`src/rtl/if_fetch_unit.sv`:
```
// Instruction fetch stage: owns the PC, drives instruction memory and fills
// the IF/ID register. Handles stall, branch/jump redirect with flush, and
// stops fetching once a HALT instruction has been latched.
// Optional macro IF_FETCH_COUNT_EN adds a saturating fetched-instruction
// counter on fetch_count; without it fetch_count is tied to zero.
module if_fetch_unit #(
  parameter logic [7:0]  RESET_PC  = 8'h00,
  parameter logic [4:0]  HALT_OP   = 5'b00001,
  parameter logic [15:0] NOP_INSTR = 16'h0000
) (
  input  logic        clk,
  input  logic        rst_n,
  input  logic        enable,
  input  logic        start,
  input  logic        stall,
  input  logic        br_taken,
  input  logic [7:0]  br_target,
  output logic [7:0]  im_addr,
  input  logic [15:0] im_data,
  output logic [15:0] ir,
  output logic [7:0]  ir_pc,
  output logic        ir_valid,
  output logic        halted,
  output logic [15:0] fetch_count
);

  typedef enum logic [1:0] {
    ST_IDLE,
    ST_RUN,
    ST_HALT
  } state_t;

  state_t     state;
  logic [7:0] pc;
  logic       is_halt_word;
  logic       fetch_fire;

  // Memory answers in the same cycle, so the address is simply the PC.
  assign im_addr      = pc;
  assign is_halt_word = (im_data[15:11] == HALT_OP);
  // An edge that loads a real instruction into ir.
  assign fetch_fire   = enable && (state == ST_RUN) && !br_taken && !stall;

  // Fetch state machine: PC, IF/ID register and the halted flag.
  always_ff @(posedge clk or negedge rst_n) begin
    if (!rst_n) begin
      state    <= ST_IDLE;
      pc       <= RESET_PC;
      ir       <= NOP_INSTR;
      ir_pc    <= 8'h00;
      ir_valid <= 1'b0;
      halted   <= 1'b0;
    end else if (enable) begin
      case (state)
        ST_IDLE: begin
          if (start) begin
            state <= ST_RUN;
          end
        end
        ST_RUN: begin
          if (br_taken) begin
            pc       <= br_target;
            ir       <= NOP_INSTR;
            ir_valid <= 1'b0;
          end else if (fetch_fire) begin
            ir       <= im_data;
            ir_pc    <= pc;
            ir_valid <= 1'b1;
            if (is_halt_word) begin
              state  <= ST_HALT;
              halted <= 1'b1;
            end else begin
              pc <= pc + 8'd1;
            end
          end
        end
        ST_HALT: begin
          if (br_taken) begin
            state    <= ST_RUN;
            halted   <= 1'b0;
            pc       <= br_target;
            ir       <= NOP_INSTR;
            ir_valid <= 1'b0;
          end else if (!stall) begin
            ir       <= NOP_INSTR;
            ir_valid <= 1'b0;
          end
        end
        default: begin
          state  <= ST_IDLE;
          halted <= 1'b0;
        end
      endcase
    end
  end

`ifdef IF_FETCH_COUNT_EN
  logic [15:0] fetch_count_q;

  // Count every real instruction load, saturating at all-ones.
  always_ff @(posedge clk or negedge rst_n) begin
    if (!rst_n) begin
      fetch_count_q <= 16'h0000;
    end else if (fetch_fire && (fetch_count_q != 16'hFFFF)) begin
      fetch_count_q <= fetch_count_q + 16'd1;
    end
  end

  assign fetch_count = fetch_count_q;
`else
  assign fetch_count = 16'h0000;
`endif

endmodule

```
`config.mk`:
```
export PLATFORM = sky130hd
export DESIGN_NAME = if_fetch_unit
export DESIGN_NICKNAME = d
export VERILOG_FILES = /design/src/rtl/if_fetch_unit.sv
export SDC_FILE = /design/constraint.sdc
export NUM_CORES = 1
export LEC_CHECK = 0
export CAP_MARGIN = 20
export CORE_MARGIN = 2
export CORE_UTILIZATION = 45
export DETAILED_ROUTE_END_ITERATION = 16
export HOLD_SLACK_MARGIN = 0.06
export PLACE_DENSITY = 0.85
export SETUP_SLACK_MARGIN = 0.2
export SYNTH_ARGS = -nofsm -noshare
export SYNTH_HDL_FRONTEND = slang
export SYNTH_SLANG_ARGS = --single-unit
```
`constraint.sdc`:
```
create_clock -name clk -period 5.5 [get_ports clk]
set_clock_uncertainty 0.1 [all_clocks]
set_input_delay 1.1 -clock clk [delete_from_list [all_inputs] [get_ports clk]]
set_output_delay 1.1 -clock clk [all_outputs]
set_load 0.005 [all_outputs]
```
* After elaboration in Yosys (flattened, before gate mapping)
Index checks and enable logic that the tools add are counted.
** Word-level totals
- Bits in registers :: 36
- Output and inout port bits :: 50
** Operators by class
- $add $sub $neg :: 1
- Eq/ne operators :: 11
- Mux-type cells :: 26
- Bitwise operators :: 2
- Reductions and logical operators :: 12
** Operators with widths (count)
- 16-bit two-way mux :: 4
- 8-bit two-way mux :: 4
- 16-bit one-hot mux with 2 select lines :: 1
- 8-bit one-hot mux with 2 select lines :: 1
- 6-bit AND reduction :: 2
- 2-bit two-way mux :: 5
- 2-bit != test (second input constant) :: 5
- 3-bit != test (second input constant) :: 3
- 8-bit by 1-bit adder with 8-bit output (second input constant) :: 1
- 1-bit two-way mux :: 8
- 4-bit AND reduction :: 2
- 2-bit one-hot mux with 3 select lines :: 1
- 5-bit by 1-bit == test with 1-bit output (second input constant) :: 1
- 5-bit AND reduction :: 1
- 1-bit logical AND :: 3
- 1-bit one-hot mux with 3 select lines :: 1
- 2-bit by 1-bit == test with 1-bit output (second input constant) :: 1
- 2-bit == test (second input constant) :: 1
- 1-bit logical NOT :: 2
- 2-bit logical NOT :: 1
- 1-bit inverter :: 2
- 1-bit one-hot mux with 2 select lines :: 1
- 2-bit nonzero test :: 1

* Logic depth before layout (Yosys ltp)
Gate-level depths: netlist of the first run.
- Depth after elaboration :: 7
- Mapped depth :: 6
- Gate-level depth less buffers :: 5

* Worst setup path after synthesis of the first run
Ideal clock, no wire load.
- Kind :: input port to flip-flop
- Start point :: input port enable
- End point :: register ir_pc[0]
- Data arrival time :: 2.445 ns
- Required time :: 5.275 ns
- Path slack :: 2.831 ns
- Stages :: 5
- Buffers on the path :: 2
- Cell sequence :: clkbuf_1 > inv_1 > nor4b_4 > buf_6 > mux2_2
** Between the ends
- Cells in the longest elaborated chain, start to end :: 4
** RTL lines
- from (decl) :: RTL line 13 : input logic enable,
- 1-bit logical AND (3 in a row) :: RTL line 42 : assign fetch_fire = enable && (state == ST_RUN) && !br_taken && !stall;
- 4-bit AND reduction (no source line) *
- to (signal assigned) :: RTL line 67 : ir_pc <= pc;
- to (decl) :: RTL line 21 : output logic [7:0] ir_pc,
Mark *: on every way between the ends. The rest lies on a longest branch, timed or not.
A chain may end at the register's enable or synchronous reset.

* Worst setup path after layout of the first run
- Start point :: input port br_taken
- End point :: register pc[1] (netlist: im_addr[1])
** Between the ends
- Cells in the longest elaborated chain, start to end :: 5
- Elaborated cells on any way between the ends :: 9
- Classes of those cells :: 3 x eq/ne; 2 x mux; 4 x reduce/logical
** RTL lines
- from (decl) :: RTL line 16 : input logic br_taken,
- 1-bit logical NOT :: RTL line 42
- 1-bit logical AND (2 in a row) :: RTL line 42
- 3-bit != test (no source line)
- 5-bit AND reduction (no source line)
- to (signal assigned) :: RTL line 62 : pc <= br_target;
- to (signal assigned) :: RTL line 73 : pc <= pc + 8'd1;
- to (signal assigned) :: RTL line 81 : pc <= br_target;
- to (decl) :: RTL line 34 : logic [7:0] pc;
Parallel ways exist; a longest one is shown, timed or not.

==> results of run 1 <==
==> routing by layer <==
metal / routed length [um] / global-route usage / vias to the layer above
met5: 0 / 0 / -
met4: 57 / 0.0740 / 0
met3: 411 / 0.0833 / 6
met2: 1880 / 0.306 / 78
met1: 1680 / 0.264 / 708
li1: - / - / 667
==> synth_stat cells (2+ instances only) <==
cell / count
a22o_1: 16
o2bb2ai_1: 2
inv_1: 4
mux2i_1: 3
clkbuf_1: 4
a21oi_1: 3
nand3_1: 3
buf_2: 2
o22ai_1: 3
nor2_1: 3
o221a_2: 2
nand2_1: 3
mux2_2: 9
o21ai_0: 5
nor2b_1: 2
a221oi_1: 4
buf_4: 16
nand2b_1: 4
dfrtp_1: 36
o22a_1: 3
==> critical path: cells and delay by family <==
kind | cells | cell delay, ns
AOI/OAI and AO/OA | 2 | 0.54
buffers and inverters | 1 | 0.67
muxes | 1 | 0.33
and+or+nand+nor | 1 | 0.66
==> worst paths after layout <==
| kind | from | endpoint | slack (ns) | cells after the start |
|---|---|---|---|---|
| worst max-delay path | br_taken | im_addr[1] | 2.27 | 5 |
| worst max register to register | state[0] | ir_pc[6] | 3.27 | 4 |
| worst min-delay path | ir_valid | ir_valid | 0.40 | 1 |
| min in group asynchronous | rst_n | state[0] | 0.79 | 1 |
| worst min register to register | ir_valid | ir_valid | 0.40 | 1 |
| max in group asynchronous | rst_n | ir[1] | 4.01 | 1 |
==> power breakdown <==
group / switching [mW] / total (mW) / internal [mW]
clock network: 0.0875 / 0.199 / 0.111
registers: 0.0607 / 0.394 / 0.334
logic: 0.0976 / 0.304 / 0.206
total: 0.246 / 0.897 / 0.651
==> per-stage QoR <==
stage | instance area, sq um | hold WS, ns
after CTS | 2500 | 0.403
after detailed placement | 2400 | 0.382
after floorplan | 1860 | 0.374
after global routing | 2500 | 0.420
after global placement | 2400 | 0.358
final | 2500 | 0.398
==> sequential cells by signal (all words and copies together) (netlist names) <==
name and flops:
ir 16, im_addr 8, ir_pc 8, state 2, halted 1, ir_valid 1
==> area by class of cell <==
class | count | area, sq um | area share
clock buffers | 7 | 96.3 | 0.0386
inverters | 4 | 15.0 | 0.00602
multi-input cells | 103 | 788 | 0.316
flip-flops and latches | 36 | 901 | 0.361
well taps | 50 | 62.6 | 0.0251
repair buffers | 64 | 633 | 0.254
==> logic make-up after synthesis <==
| kind of cell | Yosys count | share of synthesized area |
|---|---|---|
| compound gates | 49 | 0.227 |
| fa+ha+maj | 1 | 0.00692 |
| simple gates | 24 | 0.0879 |
| other cells | 1 | 0.00207 |
| buf+inv | 28 | 0.0969 |
| mux | 13 | 0.0810 |
| flops | 36 | 0.498 |
==> qor.txt, run 1 <==
Status: finished, final reports clean
Worst-case vdd ir drop: 182 uV
TNS Setup: 0 ns
Drt initial violations: 121
First-pass GRT wire length: 6810 um
Syn Area/Cell: 11.9 sq um
Antenna cells: 0
WS Path Type: in -> reg
DR WL/cell: 15.3 um
EDFF count, synth: 0
Total power: 0.897 mW
Final ANT Viol Nets: 0
Post-synth cell types: 45
Chip Height: 67.4 um
Clock-pin slew on the worst setup and hold paths: 0.07 ns
IO Count: 80
Initial antenna violation count: 0
Core area: 3940 sq um
Setup-failing EPs final: 0
Max Cap Viol: 0
Area leader, netlist: dfrtp_1
DRC violations left: 0
CTS tree: built
RSZ-0062 raised after global routing: false
Asr flop ratio synth: 1.00
Leading cell type in the layout, fill and taps excluded: clkdlybuf4s50_1
Mapped cell area: 1810 sq um
Die area: 4540 sq um
Slowest CP cell: clkdlybuf4s50_1
Crit-path max FO: 14
Sequential fraction of the synthesis area: 0.498
Final WL: 4030 um
# rows: 23
# H-tree levels: 2
Final GP Congestion: 0.877
Detailed Routing Iterations Pass 1: 4
Latest clock arrival within the worst-skew pair: 0.29 ns
Worst Hold Class: reg -> reg
Final Critical Period: 3.23 ns
Final hold vios: 0
Fmax: 0.310 GHz
Yosys warning total: 0
Hpwl dp: 2900 um
Worst-Margin Slew: 0.784 ns
Fill count: 324
I/O Buffers: 63
Worst Path Required: 5.58 ns
GRT Residual Overflow: 0
CTS sink count: 36
Clk root buf: clkbuf_8
Pins over their slew limit: 0
Slowest stage delay, CP: 0.67 ns
Resized cells post-CTS: 0
CTS max path bufs: 2
# Post-CTS Setup Buffers: 0
Synthesized instance count: 152
Synth-to-Final Area Change: 38.1%
Pin count of the biggest net entering global routing: 37
Via count: 1459
Tcrit/Tclk final: 0.587
Commonest cells after routing, fill and taps aside: clkdlybuf4s50_1 (62), dfrtp_1 (36), a22o_1 (16), conb_1 (16), mux2_2 (9)
Post-CTS Hold Buffers: 0
WP data arrival: 3.30 ns
CP endpoint kind: flip-flop
CTS Buf Count: 5
Via density per instance: 5.53
DP Cell Count: 257
Main synth FF type: dfrtp_1
#FFs+latches synth: 36
Top-area cell type share of the netlist area: 0.498
Final nets: 245
Util after Layout: 0.633
Gr usage total: 0.203
Layout cells sized above 1: 0.121
Fin worst setup slack: 2.27 ns
Critical-path cell list: clkdlybuf4s50_1 -> or4_4 -> o211a_4 -> o21ai_4 -> mux2_4
PD cells: 359 nW/um^2
Max_slew headroom: 0.477
Synth area leaders: dfrtp_1 (50%), a22o_1 (7.8%), buf_4 (6.6%)
Pre-CTS WS: 1.98 ns
Leakage: 1.06 nW
Vias in the first global route: 1432
Non-filler cells, final: 264
Type of origin of the critical path: input pin
Starting density of the core: 0.459
Die X: 67.4 um
Note: power is estimated with default switching activity, not from simulation.
==> run 2: changes to the inputs <==
--- a/config.mk
+++ b/config.mk
@@ -7,10 +7,10 @@
 export LEC_CHECK = 0
 export CAP_MARGIN = 20
 export CORE_MARGIN = 2
-export CORE_UTILIZATION = 45
+export CORE_UTILIZATION = 42
 export DETAILED_ROUTE_END_ITERATION = 16
 export HOLD_SLACK_MARGIN = 0.06
-export PLACE_DENSITY = 0.85
+export PLACE_DENSITY = 0.8
 export SETUP_SLACK_MARGIN = 0.2
 export SYNTH_ARGS = -nofsm -noshare
 export SYNTH_HDL_FRONTEND = slang
==> constraint.sdc (replaced) <==
create_clock -name clk -period 3.15 [get_ports clk]
set_clock_uncertainty 0.1 [all_clocks]
set_input_delay 0.63 -clock clk [delete_from_list [all_inputs] [get_ports clk]]
set_output_delay 0.63 -clock clk [all_outputs]
set_load 0.005 [all_outputs]
==> run 2 against run 1 <==
Effect of this change:
- global-route usage decreased by 1.9 points
- register-to-register slack lost 2.1 ns
- core utilization down 1.4 points
- first-iteration DRC count down 29%
- flip-flop and latch count is the same
==> qor.txt, run 2 (synthesis gave the netlist of run 1 again) <==
Status: finished, final reports clean
Final ANT Viol Nets: 0 (unchanged)
I/O Buffers: 63 (unchanged)
Worst path bufs/invs: 1 (unchanged)
Worst-Margin Slew: 0.791 ns (+0.00662 ns)
Final nets: 247 (+0.82%)
CP endpoint kind: flip-flop
Routing usage on met2: 0.292 (-0.0140)
Slowest stage delay, CP: 0.57 ns (-0.10 ns)
Gr usage total: 0.185 (-0.0189)
Synth-to-Final Area Change: 38.9%
First-pass GRT wire length: 7070 um (+3.8%)
Seq pwr share: 0.438 (-0.002)
CTS tree: built
Setup-failing EPs final: 0 (unchanged)
PD cells: 629 nW/um^2 (+75%)
Core area: 4060 sq um (+2.9%)
Max Cap Viol: 0 (unchanged)
Max_slew headroom: 0.473 (-0.00442)
Util after Layout: 0.619 (-0.0143)
Pin count of the biggest net entering global routing: 37 (unchanged)
Hpwl dp: 3000 um (+3.4%)
Grt met1 use: 0.236 (-0.0283)
Worst Setup EP: im_addr[1]
Reg-to-Reg Start: state[0]
Fmax: 0.414 GHz
TNS Setup: 0 ns (unchanged)
CP top delay family: simple AND/OR/NAND/NOR gates
Die X: 69.6 um (+3.3%)
Worst R2R Setup Slack: 1.15 ns (-2.12 ns)
Hold_ws: 0.321 ns (-0.0774 ns)
Tcrit/Tclk final: 0.767
Detailed Routing Iterations Pass 1: 4 (unchanged)
Pins over their slew limit: 0 (unchanged)
Leading cell type in the layout, fill and taps excluded: clkdlybuf4s50_1
Vias in the first global route: 1471 (+2.7%)
Commonest cells after routing, fill and taps aside: clkdlybuf4s50_1 (62), dfrtp_1 (36), a22o_1 (16), conb_1 (16), mux2_2 (9)
CTS max path bufs: 2 (unchanged)
Resized cells post-CTS: 0 (unchanged)
CTS sink count: 36 (unchanged)
Via count: 1450 (-0.62%)
Clock-pin slew on the worst setup and hold paths: 0.07 ns (about the same)
Chip Height: 69.6 um (+3.3%)
Final WL: 4200 um (+4.3%)
Switching Share: 0.278 (+0.00418)
Worst-case vdd ir drop: 326 uV (+79%)
Worst Reg-to-Reg Cells: 4 (unchanged)
DP Cell Count: 259 (+0.78%)
Leakage: 1.07 nW (+0.95%)
# rows: 23 (unchanged)
Post-CTS Hold Buffers: 0 (unchanged)
Starting density of the core: 0.446 (-0.0130)
Comb power frac: 0.341 (+0.002)
WP data arrival: 2.49 ns (-0.81 ns)
Via density per instance: 5.45 (-1.4%)
Reg2reg end: ir_pc[7]
Die area: 4850 sq um (+6.7%)
GRT Max-Usage Layer: met2
Latest clock arrival within the worst-skew pair: 0.29 ns (about the same)
Type of origin of the critical path: input pin
Met3 Use GR: 0.0523 (-0.0310)
Fill count: 333 (+2.8%)
Pint: 1.14 mW (+75%)
Final GP Congestion: 0.864 (-1.5%)
Antenna cells: 0 (unchanged)
Most flops, register: ir
Crit-path max FO: 8 (-6)
GRT Residual Overflow: 0 (unchanged)
Critical-path cell list: clkdlybuf4s50_1 -> or4_4 -> o211a_4 -> o21ai_4 -> mux2_4
Largest register FFs: 16 (unchanged)
# H-tree levels: 2 (unchanged)
IO Count: 80 (unchanged)
DR WL/cell: 15.8 um (+3.6%)
Slowest CP cell: or4_4
Layout cells sized above 1: 0.130 (+0.00813)
DRC violations left: 0 (unchanged)
Final hold vios: 0 (unchanged)
RSZ-0062 raised after global routing: false
Crit path from: br_taken
Drt initial violations: 86 (-29%)
Worst Hold Class: in -> async
Non-filler cells, final: 266 (+0.76%)
Clock Power Share: 0.222 (about the same)
Initial antenna violation count: 0 (unchanged)
WP depth: 5 (unchanged)
CTS Buf Count: 5 (unchanged)
WS Path Type: in -> reg
# Post-CTS Setup Buffers: 0 (unchanged)
P_sw: 0.439 mW (+79%)
Worst Path Required: 3.22 ns (-2.36 ns)
Final Critical Period: 2.42 ns
Clk root buf: clkbuf_8
[run 2: cell count changes in the layout (fill, tap and decap cells not counted)]
cell	before	now
buf_4	1	3
[run 2: per-layer routing]
metal	share of wire	wire length (um)
met5	0	0
met2	0.48	2000
met3	0.088	372
met1	0.41	1740
met4	0.021	88
[run 2: area by class of cell]
cell class,instances,area [sq um],share of cell area
inverter,4,15.0,0.00598
timing repair buffer,66,648,0.258
clock buffer,7,96.3,0.0384
sequential,36,901,0.359
multi-input combinational,103,788,0.314
tap,50,62.6,0.0249
[run 2: worst min-delay path by stage]
stage | end | cells past startpoint
after global routing | ir_pc[2] | 1
after CTS | halted | 1
final | ir[11] | 1
after floorplan | halted | 0
after global placement | ir_valid | 1
after detailed placement | ir_valid | 1
[run 2: power by group through the flow]
stage | Combinational (mW) | Sequential, mW | Clock, mW
floorplan | 0.224 | 0.687 | 0
global placement | 0.530 | 0.691 | 0
detailed placement | 0.543 | 0.695 | 0
CTS | 0.546 | 0.691 | 0.356
global route | 0.581 | 0.712 | 0.383
finish | 0.538 | 0.691 | 0.350
[run 2: per-stage QoR]
| step | worst slack (ns) | power, mW | cell area, sq um |
|---|---|---|---|
| after global routing | 0.694 | 1.68 | 2510 |
| after CTS | 0.732 | 1.59 | 2510 |
| final | 0.734 | 1.58 | 2510 |
| after detailed placement | 0.427 | 1.24 | 2410 |
| after floorplan | 0.951 | 0.911 | 1860 |
| after global placement | 0.461 | 1.22 | 2410 |
==> run 3: changes to the inputs <==
--- a/config.mk
+++ b/config.mk
@@ -7,10 +7,10 @@
 export LEC_CHECK = 0
 export CAP_MARGIN = 20
 export CORE_MARGIN = 2
-export CORE_UTILIZATION = 42
+export CORE_UTILIZATION = 38
 export DETAILED_ROUTE_END_ITERATION = 16
 export HOLD_SLACK_MARGIN = 0.06
-export PLACE_DENSITY = 0.8
+export PLACE_DENSITY = 0.77
 export SETUP_SLACK_MARGIN = 0.2
 export SYNTH_ARGS = -nofsm -noshare
 export SYNTH_HDL_FRONTEND = slang
==> constraint.sdc (replaced) <==
create_clock -name clk -period 2.1 [get_ports clk]
set_clock_uncertainty 0.1 [all_clocks]
set_input_delay 0.42 -clock clk [delete_from_list [all_inputs] [get_ports clk]]
set_output_delay 0.42 -clock clk [all_outputs]
set_load 0.005 [all_outputs]
==> run 3 against run 2 <==
Effect of this change:
- largest cell class unchanged
- design area up 4.7%
- cell count rose by 6.8%
- critical endpoint unchanged
- core utilization is 5.5 points lower
- setup slack worse by 0.52 ns
- global-route usage shrank 1.2 points
==> qor.txt, run 3 (synthesis gave the netlist of run 1 again) <==
Die area: 5330 sq um (+9.9%)
CTS tree: built
Met3 wire length: 239 um (-36%)
Seq pwr share: 0.432 (-0.006)
Highest routed layer: met4
PD cells: 909 nW/um^2 (+45%)
Final WL: 4320 um (+2.7%)
Final GP Congestion: 0.830 (-4.0%)
CTS sink count: 36 (unchanged)
Commonest cells after routing, fill and taps aside: clkdlybuf4s50_1 (58), dfrtp_1 (36), a22o_1 (16), conb_1 (16), buf_4 (15)
CP endpoint kind: flip-flop
DRC violations left: 0 (unchanged)
Via density per instance: 5.10 (-6.5%)
Pins over their slew limit: 0 (unchanged)
Detailed Routing Iterations Pass 1: 4 (unchanged)
Leakage: 1.15 nW (+7.3%)
Type of origin of the critical path: input pin
Reg-to-Reg Start: state[0]
Status: finished, final reports clean
Most flops, register: ir
Area of the multi-input gates: 798 sq um (+1.3%)
Layout cells sized above 1: 0.187 (+0.0573)
Final ANT Viol Nets: 0 (unchanged)
Worst R2R Setup Slack: 0.36 ns (-0.79 ns)
Worst Setup EP: im_addr[1]
Max Cap Viol: 0 (unchanged)
Pint: 1.71 mW (+50%)
Gr usage total: 0.172 (-0.0122)
Worst Hold Class: in -> async
Clk root buf: clkbuf_8
WP data arrival: 1.97 ns (-0.52 ns)
Worst-case vdd ir drop: 492 uV (+51%)
Final nets: 260 (+5.3%)
Chip Height: 73.0 um (+4.8%)
Via count: 1448 (-0.14%)
Setup-failing EPs final: 0 (unchanged)
Vias in the first global route: 1423 (-3.3%)
IO Count: 80 (unchanged)
Core area: 4660 sq um (+15%)
CTS Buf Count: 5 (unchanged)
Drt initial violations: 57 (-34%)
RSZ-0062 raised after global routing: true
Starting density of the core: 0.388 (-0.0577)
TNS Setup: 0 ns (unchanged)
Hpwl dp: 3080 um (+2.5%)
Die X: 73.0 um (+4.8%)
Clock-pin slew on the worst setup and hold paths: 0.07 ns (about the same)
Post-CTS Hold Buffers: 0 (unchanged)
Tcrit/Tclk final: 0.900
Hold_ws: 0.0619 ns (-0.259 ns)
Crit-path max FO: 3 (-5)
First-pass GRT wire length: 6880 um (-2.7%)
# H-tree levels: 2 (unchanged)
DP Cell Count: 276 (+6.6%)
Largest register FFs: 16 (unchanged)
Metal-1 WL: 1970 um (+13%)
Comb power frac: 0.352 (+0.011)
Switching Share: 0.284 (+0.00572)
Fmax: 0.529 GHz
I/O Buffers: 63 (unchanged)
Clock Power Share: 0.216 (-0.006)
DR WL/cell: 15.2 um (-3.8%)
CTS max path bufs: 2 (unchanged)
Worst Path Required: 2.18 ns (-1.04 ns)
Antenna cells: 0 (unchanged)
Reg area: 901 sq um (unchanged)
Pin count of the biggest net entering global routing: 37 (unchanged)
Crit path from: im_data[13]
Worst Reg-to-Reg Cells: 4 (unchanged)
Final hold vios: 0 (unchanged)
Leading cell type in the layout, fill and taps excluded: clkdlybuf4s50_1
P_sw: 0.679 mW (+54%)
WS Path Type: in -> reg
# rows: 25 (+8.7%)
# Post-CTS Setup Buffers: 0 (unchanged)
Final Critical Period: 1.89 ns
Reg2reg end: ir_pc[7]
GRT Residual Overflow: 0 (unchanged)
Non-filler cells, final: 284 (+6.8%)
Latest clock arrival within the worst-skew pair: 0.29 ns (about the same)
Wire length on met2: 2090 um (+4.1%)
Synth-to-Final Area Change: 45.4%
Fill count: 405 (+22%)
Initial antenna violation count: 0 (unchanged)
[run 3: cell count changes in the layout (fill, tap and decap cells not counted), sizes merged]
cell           previous run  this run
buf                       4        17
dlygate4sd2               0         4
clkinvlp                  0         1
clkdlybuf4s50            62        58
[run 3: final cells by class]
cell class / instances / area share
clock buffer: 7 / 0.0328
multi-input combinational: 103 / 0.304
timing repair buffer: 79 / 0.287
inverter: 4 / 0.00571
tap: 54 / 0.0257
sequential: 36 / 0.343
clock inverter: 1 / 0.00286
[run 3: repair_timing]
item                       CTS  global route
setup endpoints to repair    8             9
pin swaps                    3             0
gates resized for setup      4             2
[run 3: per-stage QoR]
| stage | utilization | setup WS (ns) | instance area, sq um | power (mW) |
|---|---|---|---|---|
| after floorplan | - | 0.159 | 1870 | 1.37 |
| after global placement | 0.543 | -0.228 | 2530 | 1.88 |
| after detailed placement | 0.543 | -0.277 | 2530 | 1.89 |
| after CTS | 0.562 | 0.209 | 2620 | 2.42 |
| after global routing | 0.564 | 0.193 | 2630 | 2.55 |
| final | 0.564 | 0.209 | 2630 | 2.39 |
[run 3: power by group through the flow]
| stage | clock network, mW | registers (mW) | logic (mW) |
|---|---|---|---|
| global route | 0.569 | 1.07 | 0.913 |
| floorplan | 0 | 1.03 | 0.337 |
| finish | 0.516 | 1.03 | 0.841 |
| CTS | 0.540 | 1.03 | 0.850 |
| detailed placement | 0 | 1.04 | 0.846 |
| global placement | 0 | 1.04 | 0.839 |
[run 3: critical path: stages]
cell           delay (ns)
dlygate4sd2_1        0.24
or4_4                0.55
o211a_4              0.29
o21ai_4              0.16
mux2_4               0.31
[run 3: routing by layer]
layer,up-vias,track usage
met4,0,0.0494
met5,-,0
met1,692,0.227
li1,699,-
met2,53,0.279
met3,4,0.0483
[run 3: worst min path at each step]
stage          depth (start not counted)  startpoint        to  slack [ns]
3_5_place_dp                           1    ir_valid  ir_valid        0.37
3_3_place_gp                           1    ir_valid  ir_valid        0.36
4_1_cts                                2       rst_n     ir[1]        0.07
5_1_grt                                2       rst_n    ir[14]        0.09
6_report                               2       rst_n  state[1]        0.06
2_1_floorplan                          0       rst_n    halted        0.02
